File: src/rtl/ooo_mem_arbiter.sv
// ooo_mem_arbiter: merges the core's fetch and load/store ports onto one
// registered downstream memory port, with one transaction outstanding.
//
// Ports:
//   clk, rst (async, active-low)
//   instr_*  : fetch client (read, address -> resp, rdata)
//   data_*   : load/store client (read/write, mbe, address, wdata -> resp, rdata)
//   mem_*    : downstream port; request side registered, mem_resp/mem_rdata in
//   instr_grants, data_grants : wrapping completed-transaction counters
//
// Build option:
//   OOO_MEM_ARB_RR_EN : round-robin on simultaneous requests
//                       (default: data always wins)

module ooo_mem_arbiter #(
  parameter int WIDTH = 32
) (
  input  logic               clk,
  input  logic               rst,
  input  logic               instr_read,
  input  logic [WIDTH-1:0]   instr_mem_address,
  output logic               instr_mem_resp,
  output logic [WIDTH-1:0]   instr_mem_rdata,
  input  logic               data_read,
  input  logic               data_write,
  input  logic [WIDTH/8-1:0] data_mbe,
  input  logic [WIDTH-1:0]   data_mem_address,
  input  logic [WIDTH-1:0]   data_mem_wdata,
  output logic               data_mem_resp,
  output logic [WIDTH-1:0]   data_mem_rdata,
  output logic               mem_read,
  output logic               mem_write,
  output logic [WIDTH/8-1:0] mem_byte_enable,
  output logic [WIDTH-1:0]   mem_address,
  output logic [WIDTH-1:0]   mem_wdata,
  input  logic               mem_resp,
  input  logic [WIDTH-1:0]   mem_rdata,
  output logic [31:0]        instr_grants,
  output logic [31:0]        data_grants
);

  typedef enum logic [1:0] {
    IDLE  = 2'd0,
    INSTR = 2'd1,
    DATA  = 2'd2
  } state_t;

  state_t             r_state;
  logic               r_last_data;
  logic               r_mem_read;
  logic               r_mem_write;
  logic [WIDTH/8-1:0] r_mem_be;
  logic [WIDTH-1:0]   r_mem_addr;
  logic [WIDTH-1:0]   r_mem_wdata;
  logic [31:0]        r_instr_grants;
  logic [31:0]        r_data_grants;

  logic w_ireq;
  logic w_dreq;
  logic w_pick_data;

  assign w_ireq = instr_read;
  assign w_dreq = data_read | data_write;

`ifdef OOO_MEM_ARB_RR_EN
  // On a tie, serve whichever client did not go last.
  assign w_pick_data = w_dreq & (~w_ireq | ~r_last_data);
`else
  // Data beats fetch so loads/stores drain ahead of speculative fetches.
  assign w_pick_data = w_dreq;
`endif

  always_ff @(posedge clk or negedge rst) begin
    if (!rst) begin
      r_state        <= IDLE;
      r_last_data    <= 1'b0;
      r_mem_read     <= 1'b0;
      r_mem_write    <= 1'b0;
      r_mem_be       <= '0;
      r_mem_addr     <= '0;
      r_mem_wdata    <= '0;
      r_instr_grants <= '0;
      r_data_grants  <= '0;
    end else begin
      unique case (r_state)
        IDLE: begin
          if (w_pick_data) begin
            r_state     <= DATA;
            r_mem_read  <= data_read;
            r_mem_write <= data_write;
            r_mem_be    <= data_mbe;
            r_mem_addr  <= data_mem_address;
            r_mem_wdata <= data_mem_wdata;
          end else if (w_ireq) begin
            r_state     <= INSTR;
            r_mem_read  <= 1'b1;
            r_mem_write <= 1'b0;
            r_mem_be    <= '1;
            r_mem_addr  <= instr_mem_address;
          end
        end
        INSTR, DATA: begin
          // Transaction cannot be aborted; hold until memory completes.
          if (mem_resp) begin
            r_state     <= IDLE;
            r_mem_read  <= 1'b0;
            r_mem_write <= 1'b0;
            r_last_data <= (r_state == DATA);
            if (r_state == DATA)
              r_data_grants <= r_data_grants + 32'd1;
            else
              r_instr_grants <= r_instr_grants + 32'd1;
          end
        end
        default: r_state <= IDLE;
      endcase
    end
  end

  // Responses are suppressed to a client that dropped its request.
  assign instr_mem_resp = mem_resp & (r_state == INSTR) & instr_read;
  assign data_mem_resp  = mem_resp & (r_state == DATA) & w_dreq;
  assign instr_mem_rdata = mem_rdata;
  assign data_mem_rdata  = mem_rdata;

  assign mem_read        = r_mem_read;
  assign mem_write       = r_mem_write;
  assign mem_byte_enable = r_mem_be;
  assign mem_address     = r_mem_addr;
  assign mem_wdata       = r_mem_wdata;
  assign instr_grants    = r_instr_grants;
  assign data_grants     = r_data_grants;

endmodule

File: config.mk
export PLATFORM = sky130hd
export DESIGN_NAME = ooo_mem_arbiter
export DESIGN_NICKNAME = d
export VERILOG_FILES = /design/src/rtl/ooo_mem_arbiter.sv
export SDC_FILE = /design/constraint.sdc
export NUM_CORES = 1
export LEC_CHECK = 0
export ABC_AREA = 1
export BUFFER_PORTS_ARGS = -buffer_cell sky130_fd_sc_hd__buf_2
export CAP_MARGIN = 10
export CELL_PAD_IN_SITES_DETAIL_PLACEMENT = 0
export CELL_PAD_IN_SITES_GLOBAL_PLACEMENT = 1
export CORE_MARGIN = 2
export CORE_UTILIZATION = 33
export CTS_CLUSTER_DIAMETER = 30
export DETAILED_ROUTE_END_ITERATION = 10
export PLACE_DENSITY_LB_ADDON = 0.1
export SYNTH_ARGS = -nofsm -noshare
export SYNTH_HDL_FRONTEND = slang
export SYNTH_SLANG_ARGS = --single-unit
File: constraint.sdc
create_clock -name clk -period 2.5 [get_ports clk]
set_clock_uncertainty 0.15 [all_clocks]
set_input_delay 0.125 -clock clk [delete_from_list [all_inputs] [get_ports clk]]
set_output_delay 0.125 -clock clk [all_outputs]
set_load 0.005 [all_outputs]
## Word-level counts from Yosys, hierarchy flattened

Cells that the tools add are included.

| word-level totals | value |
|---|---|
| word-level logic and storage cells | 45 |
| latch bits | 0 |
| input bits | 138 |
| register bits after elaboration | 136 |
| output and inout port bits | 200 |
| bits in read-only memories | 0 |
| memories kept | 0 |
| RAM bits | 0 |

| operators by class | value |
|---|---|
| shift operators | 0 |
| equal/unequal tests | 4 |
| multiply operators | 0 |
| multiplexer cells | 15 |
| divide/modulo/power cells | 0 |
| $add $sub $neg | 2 |
| reductions and logical operators | 10 |
| magnitude comparators | 0 |
| bitwise gates (word level) | 6 |

Operators by type and width:

| operator | number |
|---|---|
| 32-bit by 1-bit adder with 32-bit output (second input constant) | 2 |
| 32-bit 2-to-1 mux | 2 |
| 3-bit AND reduction | 3 |
| 4-bit 2-to-1 mux | 2 |
| 2-bit 2-to-1 mux | 3 |
| 2-bit AND reduction | 3 |
| 1-bit 2-to-1 mux | 5 |
| 1-bit AND | 4 |
| 1-bit one-hot mux with 2 select lines | 2 |
| 2-bit one-hot mux with 2 select lines | 1 |
| 2-bit nonzero test | 2 |
| 3-bit inequality test (second input constant) | 1 |
| 2-bit by 1-bit equality test with 1-bit output (second input constant) | 1 |
| 2-bit equality test (second input constant) | 1 |
| 2-bit zero test | 1 |
| 2-bit inequality test (second input constant) | 1 |
| 2-bit OR reduction | 1 |
| 1-bit inverter | 1 |
| 1-bit OR | 1 |

## Longest topological paths before layout

| depth | value |
|---|---|
| depth after elaboration | 4 |
| gate-level depth with buffers | 11 |
| gate-level depth less buffers | 11 |

## Least setup slack after synthesis

Ideal clock, no wire load.

| path | value |
|---|---|
| path kind | register to register |
| start point | register r_state[1] |
| end point | register r_instr_grants[29], in the netlist instr_grants[29] |
| setup slack | 0.654 ns |
| arrival | 1.579 ns |
| cell stages (with the launch flop) | 12 |
| clock period less this slack | 1.846 ns |
| path buffers | 0 |
| setup time | 0.117 ns |
| data required time | 2.233 ns |
| cell sequence | dfrtp_1 inv_1 ha_1 nand2_2 nor2_4 nand2_2 nor2_4 nand2_2 nor2_4 nand2_1 nand2_1 nand2_1 |

| on the way | value |
|---|---|
| cells in the longest elaborated chain, start to end | 3 |
| elaborated cells between the ends (all ways) | 5 |
| classes of those cells | eq/ne: 2; bitwise: 1; reduce/logical: 2 |

RTL lines:

| element | line | source |
|---|---|---|
| start: declaration | 48 | `state_t r_state;` |
| start signal: assignment | 75 | `r_state <= IDLE;` |
| start signal: assignment | 88 | `r_state <= DATA;` |
| start signal: assignment | 95 | `r_state <= INSTR;` |
| 2-bit equality test or 2-bit by 1-bit equality test with 1-bit output (tied branches) | n/a |  |
| 2-bit OR reduction or 1-bit inverter (tied branches) | n/a |  |
| 3-bit AND reduction (no line) * | n/a |  |
| end signal: assignment | 112 | `r_instr_grants <= r_instr_grants + 32'd1;` |
| end: declaration | 55 | `logic [31:0] r_instr_grants;` |

Every way passes the cells marked *; elsewhere a longest branch is shown, timed or not.
A chain may end at the register's enable or synchronous reset.

## Worst setup path in the final report

| path | value |
|---|---|
| start point | input port data_read |
| end point | register r_mem_addr[25], in the netlist mem_address[25] |

| on the way | value |
|---|---|
| cells in the longest elaborated chain, start to end | 3 |
| elaborated cells between the ends (all ways) | 4 |
| classes of those cells | mux: 1; bitwise: 1; reduce/logical: 2 |

RTL lines:

| element | line | source |
|---|---|---|
| start: declaration | 24 | `input logic data_read,` |
| 1-bit OR * | 63 | `assign w_dreq = data_read \| data_write;` |
| 2-bit nonzero test (no line) | n/a |  |
| 2-bit AND reduction (no line) | n/a |  |
| end signal: assignment | 92 | `r_mem_addr <= data_mem_address;` |
| end signal: assignment | 99 | `r_mem_addr <= instr_mem_address;` |
| end: declaration | 53 | `logic [WIDTH-1:0] r_mem_addr;` |

Marked as above.

==> results.json <==
{
  "clk_latency_ns": 0.42,
  "cts_tree": "built",
  "power.internal_w": 0.005954,
  "synth_area_leader_cell": "dfrtp_1",
  "antenna_found_initial": 0,
  "pwr-share-comb_pct": 34.8,
  "port_buffers": 241,
  "final_cell_count_no_fill": 1353,
  "vias": 5937,
  "p_switching_w": 0.002830,
  "synth_top_family_by_area": "simple AND/OR/NAND/NOR gates",
  "yosysTopAreaCellShare_pct": 49.69,
  "viasPerCell": 4.388,
  "antenna_left": 0,
  "grt_pass1_vias": 6085,
  "ys_types": 30,
  "seq_power_share_pct": 36.9,
  "die_h_um": 148.1,
  "setup_tns_ns": 0,
  "pin_count": 338,
  "synth-xor-area-share_pct": 5.499,
  "cts_buffers": 17,
  "diodes": 0,
  "avgSynthCellArea_um2": 8.803,
  "grt_pass1_wl_um": 31400,
  "drv_cap": 0,
  "wl_met2_um": 9844,
  "synth_area_leaders": "dfrtp_1, nand2_1, buf_4",
  "dp_cells": 1215,
  "grt_max_degree": 65,
  "synthSimpleGateAreaFrac_pct": 23.22,
  "syn_nets": 921,
  "rsz0062_at_grt": "false",
  "dieArea_mm2": 0.02192,
  "core_area_mm2": 0.02030,
  "drc": 0,
  "synthCells": 778,
  "overflow": 0,
  "worstSetupPathType": "input pin to flop",
  "synth_compound_gate_area_share_pct": 4.275,
  "end_kind": "flop",
  "max-clock-path-buffers": 2,
  "clk_pin_slew_ns": 0.06,
  "synth_seq_cells": 136,
  "met1_length_um": 8329,
  "dp_hpwl_um": 13950,
  "cts_sinks": 136,
  "cp_data_required_time_ns": 2.65,
  "muxShareOfSynthArea_pct": 5.261,
  "rows": 52,
  "place_congestion": 0.7402,
  "crit_arrival_ns": 2.46,
  "period_needed_ns": 2.314,
  "post_cts_resized": 0,
  "routed_wirelength_um": 19740,
  "drive_gt1_share_pct": 30.56,
  "highest_layer": "met4",
  "critPathLaunchType": "input pin",
  "syn-cell-area_mm2": 0.006849,
  "track_usage_pct": 18.12,
  "synthToLayoutAreaGrowth_pct": 39.95,
  "htree_levels": 4,
  "slew_violations": 0,
  "swShare_pct": 32.21,
  "fmax_ghz": 0.4321,
  "relSlewSlack_pct": 68.70,
  "layout.nets": 1213,
  "power_density_mw_per_mm2": 916.4,
  "wl_met3_um": 1313,
  "timing.final.crit_share_pct": 92.56,
  "hp-class": "input pin to flop",
  "ys_seq_area_share_pct": 49.69,
  "first_iter_violations": 172,
  "cts_root_buffer": "clkbuf_16",
  "post_cts_buffers": 0,
  "initial_utilization_pct": 33.74,
  "hold_viol": 0,
  "peakVddDrop_v": 0.0004576,
  "synth_fa_ha_area_share_pct": 0.9134,
  "status": "finished, final reports clean",
  "yosys_warnings": 0,
  "die_x_um": 148.1,
  "dr.pass1.iters": 4,
  "leakagePower_nw": 4.706,
  "worst-path-max-fanout": 32,
  "tightest_slew_ns": 0.4694,
  "setup_viol": 0,
  "wl_per_cell_um": 14.59,
  "power.share.clock_pct": 28.3
}
==> sequential cells by signal, indices dropped and copies added, names as in the netlist <==
name / count
data_grants: 32
mem_read: 1
mem_wdata: 32
instr_grants: 32
mem_address: 32
mem_write: 1
mem_byte_enable: 4
r_state: 2
==> Yosys cell counts (all sizes together) <==
cell type / instances
nand3: 31
buf: 73
inv: 57
o32ai: 1
nor2: 106
nor3: 8
xor2: 22
nand3b: 4
dfrtp: 136
clkbuf: 7
o21bai: 2
nor3b: 1
and2: 1
mux2: 32
ha: 5
nand2: 211
nand4: 15
o21ai: 13
a31oi: 32
xnor2: 21
==> critical path, cell delays in order <==
cell,delay [ns]
dlygate4sd3_1,0.55
buf_2,0.13
inv_1,0.04
nand2_1,0.12
o21ai_2,0.42
inv_2,0.14
clkbuf_16,0.24
nor2_1,0.10
a31oi_1,0.04
dlygate4sd3_1,0.56
==> metal layers <==
metal | GRT usage [%] | up-vias
li1 | - | 3015
met1 | 22.02 | 2717
met2 | 31.04 | 187
met3 | 5.460 | 18
met4 | 5.524 | 0
met5 | 0 | -
==> cell usage in the layout, fill, tap and decap left out, drive strengths merged <==
master,instances
buf,247
nand2,211
dfrtp,136
nor2,106
dlygate4sd3,105
inv,63
mux2,32
a31oi,32
nand3,31
xor2,22
xnor2,21
clkbuf,19
nand4,15
o21ai,13
nor3,8
ha,5
nand3b,4
clkinvlp,4
clkinv,3
o21bai,2
nor3b,1
and2,1
o32ai,1
bufinv,1
==> power groups by stage <==
| stage | sequential [W] | combinational, W | clock (W) |
|---|---|---|---|
| 2_1_floorplan | 0.00332 | 0.00131 | 0 |
| 3_3_place_gp | 0.00327 | 0.00248 | 0 |
| 3_5_place_dp | 0.00327 | 0.00248 | 0 |
| 4_1_cts | 0.00324 | 0.00303 | 0.00257 |
| 5_1_grt | 0.00333 | 0.00341 | 0.00266 |
| 6_report | 0.00324 | 0.00306 | 0.00248 |
==> timing repair <==
item	in CTS	in global routing
hold buffers	105	0
endpoints found under the hold margin	208	0
setup endpoints to repair	0	3
==> through the flow <==
step / instance area [µm²] / setup WS (ns) / hold slack (ns) / util [%] / power (W)
after floorplan: 6849 / 0.6540 / -0.3206 / - / 0.004629
final: 9585 / 0.1860 / 0.01512 / 47.22 / 0.008784
after detailed placement: 7933 / 0.3710 / -0.07027 / 39.08 / 0.005750
after CTS: 9560 / 0.2038 / 0.004044 / 47.10 / 0.008844
after global placement: 7933 / 0.4300 / -0.07378 / 39.08 / 0.005749
after global routing: 9585 / 0.008387 / 0.03802 / 47.22 / 0.009403
==> final timing paths <==
| check | slack (ns) | depth (start not counted) | startpoint | end |
|---|---|---|---|---|
| min | 0.02 | 4 | instr_read | mem_byte_enable[2] |
| max reg2reg | 0.24 | 8 | r_state[0] | mem_address[23] |
| max in group asynchronous | 1.50 | 3 | rst | mem_address[2] |
| min reg2reg | 0.33 | 2 | mem_read | mem_read |
| max | 0.19 | 10 | data_read | mem_address[25] |
| min in group asynchronous | 0.03 | 2 | rst | instr_grants[21] |
==> cell type report <==
| class | instances | area (µm²) |
|---|---|---|
| Tap cell | 270 | 337.8 |
| Timing Repair Buffer | 353 | 2371 |
| Fill cell | 2075 | 10710 |
| Inverter | 57 | 214.0 |
| Sequential cell | 136 | 3403 |
| Clock inverter | 14 | 137.6 |
| Clock buffer | 18 | 439.2 |
| Multi-Input combinational cell | 505 | 2683 |
==> kinds of logic (layout without fill, tap and decap cells) <==
group           after synthesis  count (layout)
xor+xnor                     43              43
flops                       136             136
buf+inv                     137             442
mux                          32              32
fa+ha+maj                     5               5
compound gates               48              48
simple gates                377             377
Power figures use the tool's default switching activity.
